File: config.mk
export PLATFORM = sky130hd
export DESIGN_NAME = divider
export DESIGN_NICKNAME = d
export VERILOG_FILES = /design/src/rtl/divider.sv
export SDC_FILE = /design/constraint.sdc
export NUM_CORES = 1
export LEC_CHECK = 0
export CORE_ASPECT_RATIO = 0.9
export CORE_MARGIN = 4
export CORE_UTILIZATION = 55
export DETAILED_ROUTE_END_ITERATION = 10
export PLACE_DENSITY = 0.92
export SYNTH_ARGS = -nofsm -noshare
export SYNTH_HDL_FRONTEND = slang
export SYNTH_SLANG_ARGS = --single-unit
File: constraint.sdc
create_clock -name clock -period 3.75 [get_ports clock]
set_input_delay 0.9375 -clock clock [delete_from_list [all_inputs] [get_ports clock]]
set_output_delay 0.9375 -clock clock [all_outputs]
set_load 0.01 [all_outputs]
File: src/rtl/divider.sv
// divider: sequential restoring unsigned divider producing one quotient bit
// per clock. An operation takes WIDTH iterations after the accepting edge.
// Division by zero finishes in one cycle with all-ones quotient, the dividend
// as remainder, and a div_by_zero flag. The control state is exported for
// debug.
module divider #(
  parameter int WIDTH = 32
) (
  input  logic             clock,
  input  logic             reset,
  input  logic             start,
  input  logic [WIDTH-1:0] dividend,
  input  logic [WIDTH-1:0] divisor,
  output logic [WIDTH-1:0] quotient,
  output logic [WIDTH-1:0] remainder,
  output logic             div_by_zero,
  output logic             busy,
  output logic             done,
  output logic [1:0]       state
);

  localparam int CW = $clog2(WIDTH) + 1;

  typedef enum logic [1:0] {
    ST_IDLE = 2'b00,
    ST_RUN  = 2'b01,
    ST_DONE = 2'b10
  } state_t;

  state_t           state_reg, state_next;
  logic [WIDTH-1:0] d_reg, q_reg, r_reg;
  logic [CW-1:0]    count_reg;

  logic             accept, accept_zero, accept_run, last_iter;
  logic [WIDTH:0]   r_shift;
  logic             trial_ok;
  logic [WIDTH-1:0] r_step, q_step;

  // Request decode: operands are taken only in IDLE or DONE.
  always_comb begin
    accept      = start && ((state_reg == ST_IDLE) || (state_reg == ST_DONE));
    accept_zero = accept && (divisor == '0);
    accept_run  = accept && (divisor != '0);
    last_iter   = (state_reg == ST_RUN) && (count_reg == CW'(WIDTH - 1));
  end

  // One restoring step. The bit shifted out of R is kept as an extra MSB, so
  // the trial compare stays exact even when the divisor is close to 2^WIDTH.
  always_comb begin
    r_shift  = {r_reg, q_reg[WIDTH-1]};
    trial_ok = (r_shift >= {1'b0, d_reg});
    r_step   = trial_ok ? WIDTH'(r_shift - {1'b0, d_reg}) : r_shift[WIDTH-1:0];
    q_step   = {q_reg[WIDTH-2:0], trial_ok};
  end

  // State register.
  always_ff @(posedge clock or negedge reset) begin
    if (!reset) begin
      state_reg <= ST_IDLE;
    end else begin
      state_reg <= state_next;
    end
  end

  // Next-state logic. The unused encoding falls back to IDLE.
  always_comb begin
    state_next = ST_IDLE;
    case (state_reg)
      ST_IDLE, ST_DONE: begin
        if (accept_run) begin
          state_next = ST_RUN;
        end else if (accept_zero) begin
          state_next = ST_DONE;
        end else begin
          state_next = ST_IDLE;
        end
      end
      ST_RUN: begin
        state_next = last_iter ? ST_DONE : ST_RUN;
      end
      default: begin
        state_next = ST_IDLE;
      end
    endcase
  end

  // Working registers: load on accept, then iterate while running.
  always_ff @(posedge clock or negedge reset) begin
    if (!reset) begin
      d_reg     <= '0;
      q_reg     <= '0;
      r_reg     <= '0;
      count_reg <= '0;
    end else if (accept_run) begin
      d_reg     <= divisor;
      q_reg     <= dividend;
      r_reg     <= '0;
      count_reg <= '0;
    end else if (state_reg == ST_RUN) begin
      q_reg     <= q_step;
      r_reg     <= r_step;
      count_reg <= count_reg + CW'(1);
    end
  end

  // Result registers change only when an operation completes.
  always_ff @(posedge clock or negedge reset) begin
    if (!reset) begin
      quotient    <= '0;
      remainder   <= '0;
      div_by_zero <= 1'b0;
    end else if (accept_zero) begin
      quotient    <= '1;
      remainder   <= dividend;
      div_by_zero <= 1'b1;
    end else if (last_iter) begin
      quotient    <= q_step;
      remainder   <= r_step;
      div_by_zero <= 1'b0;
    end
  end

  // Status outputs decoded purely from the registered state.
  always_comb begin
    busy  = (state_reg == ST_RUN);
    done  = (state_reg == ST_DONE);
    state = state_reg;
  end

endmodule

==> metrics.cfg <==
[status]
status = completed

[global_routing]
grt_pass1_wl_um = 40700
track_usage_pct = 27.5
overflow = 0
grt_pass1_vias = 7722
grt_max_degree = 88
antenna_found_initial = 0

[worst_setup_path]
cp_max_fo = 64
start_kind = primary input
critPathArrivalTime_ps = 3500
critPathKind = in -> reg
required_ps = 4120
rrSetupSlack_ps = 660
cp-end-kind = flop

[yosys]
synth_edf_count = 0
ys_warn_count = 0
ys_seq_elements = 169
yosysTopAreaCell = dfrtp_1
synth_cells = 1037
synth-seq-area-share_pct = 46.1
syn_area_mm2 = 0.00918
synth_top_cell_area_share_pct = 46.1
synth_cell_type_count = 68
syn_nets = 1138
synth-async-reset-ratio_pct = 100
synth_area_leaders = dfrtp_1 46%, nand2_1 9.9%, o21ai_0 5.2%
syn_avg_cell_area_um2 = 8.85
synthFlopType = dfrtp_1

[clocking]
cts_buffer_depth = 2
cts_tree = built
insertion_delay_ps = 430
postCtsSetupBuffers = 0
path_clk_slew_ps = 70
root_buffer = clkbuf_16
hold_buffers = 0
cts_buffers = 17
clkSinkCount = 169
post_cts_resized = 0
htree_levels = 4

[timing]
timing.final.crit_share_pct = 83.5
setup_slack_ps = 619
rsz0062_at_grt = false
max_freq_ghz = 0.319
tightest_slew_ps = 1290
finalSetupViolations = 0
relSlewSlack_pct = 13.6
hold_ws_ps = 464
drv_slew = 0
hold_viol = 0
tns_ps = 0
finalClockSkew_ps = 11.3
finalCriticalPeriod_ps = 3130

[floorplan]
num_rows = 44
die_area_mm2 = 0.0188
start_util_pct = 56.5
dieWidth_um = 144
ios = 136
core-area_mm2 = 0.0162
die-height_um = 131

[placed_design]
dpl_worst_slack_ps = 170
placed_area_mm2 = 0.0107
gp_congestion = 0.896
dp_hpwl_um = 18100
numPortBuffers = 135

[power_and_ir_drop]
powerDensity_mw_per_mm2 = 1150
finalPower_mw = 13.0
p_leak_nw = 4.91
peakVddDrop_uv = 624

[run]
cap_violations = 0

[detailed_routing]
dr.pass1.iters = 6
ant_nets = 0
via_per_inst = 6.12
post-route-drc-count = 0
drt_iter0_drc = 932
vias = 8316
drt-total-wl_um = 25600
routedWlPerCell_um = 18.9

[final_layout]
postLayoutCellArea_mm2 = 0.0113
areaGrowthSynthToFinish_pct = 22.7
layout.nets = 1240
layout-drive-gt1-share_pct = 6.16
final_cell_mix = 241 x nand2_1, 169 x dfrtp_1, 134 x clkdlybuf4s50_1
layout_commonest_cell = nand2_1
diodes = 0

[min_path]
min_path_type = in -> async

-- path summary, 6_finish.rpt --
path,cells past startpoint,start,to
worst max-delay path,10,divisor[26],remainder[23]$_DFFE_PN0P_
worst min-delay path,1,reset,quotient[23]$_DFFE_PN0P_
worst max register to register,9,r_reg[11]$_DFFE_PN0P_,r_reg[23]$_DFFE_PN0P_
worst min register to register,2,q_reg[28]$_DFFE_PN0P_,quotient[29]$_DFFE_PN0P_
max in group asynchronous,2,reset,d_reg[13]$_DFFE_PN0P_
min in group clock,2,q_reg[28]$_DFFE_PN0P_,quotient[29]$_DFFE_PN0P_
-- synth_stat cells (8+ instances only) --
| cell type | count |
|---|---|
| nand3_1 | 22 |
| o22ai_1 | 12 |
| nor4_1 | 11 |
| clkbuf_1 | 52 |
| o21ai_1 | 41 |
| a22oi_1 | 60 |
| inv_1 | 43 |
| a21o_1 | 12 |
| a31oi_1 | 14 |
| nor2_1 | 36 |
| xor2_1 | 11 |
| mux2i_1 | 14 |
| nand2_1 | 242 |
| ha_1 | 33 |
| nor3_1 | 9 |
| xnor2_1 | 18 |
| nand4_1 | 9 |
| o21ai_0 | 96 |
| buf_2 | 8 |
| a21oi_1 | 29 |
| dfrtp_1 | 169 |
-- layout make-up --
cell class / count / area (um^2)
clock inverters: 11 / 129
fillers: 1250 / 4980
inverters: 43 / 161
clock buffers: 21 / 460
repair buffers: 150 / 1500
multi-input cells: 758 / 4520
flip-flops and latches: 169 / 4230
well taps: 207 / 259
-- layer usage --
metal | up-vias | global-route usage, % | share of wire [%]
met5 | - | 0 | 0
met2 | 476 | 41.9 | 44
met3 | 44 | 5.17 | 10
met1 | 3933 | 41.1 | 44
met4 | 0 | 6.86 | 1.7
li1 | 3863 | - | -
-- per-stage QoR --
step	cells	util, %
after floorplan	1037	-
after global placement	1327	65.7
after CTS	1359	69.3
after detailed placement	1327	65.7
after global routing	1359	69.3
final	1359	69.3
-- worst max-delay path, cell delays in order --
cell             delay [ps]
clkdlybuf4s50_1         420
nor4_1                  320
nand2_1                 120
nor4_1                  340
buf_4                   200
and3b_2                 200
buf_4                   500
a22oi_1                 170
o21ai_1                 150
a31o_1                  110
-- where the power goes --
group | switching, mW | internal [mW] | leakage (nW)
sequential | 0.710 | 2.76 | 1.93
clock | 0.783 | 0.976 | 0.286
combinational | 4.48 | 3.28 | 2.69
-- logic make-up after synthesis --
family | after synthesis | share of synthesized area (%)
muxes | 21 | 2.39
DFF | 169 | 46.1
AOI/OAI and AO/OA | 318 | 22.4
and+or+nand+nor | 356 | 16.7
adders and majority gates | 34 | 4.72
xor gates and xnor gates | 29 | 2.77
buffers and inverters | 110 | 4.98
No activity file was read; power rests on OpenSTA's default activity.
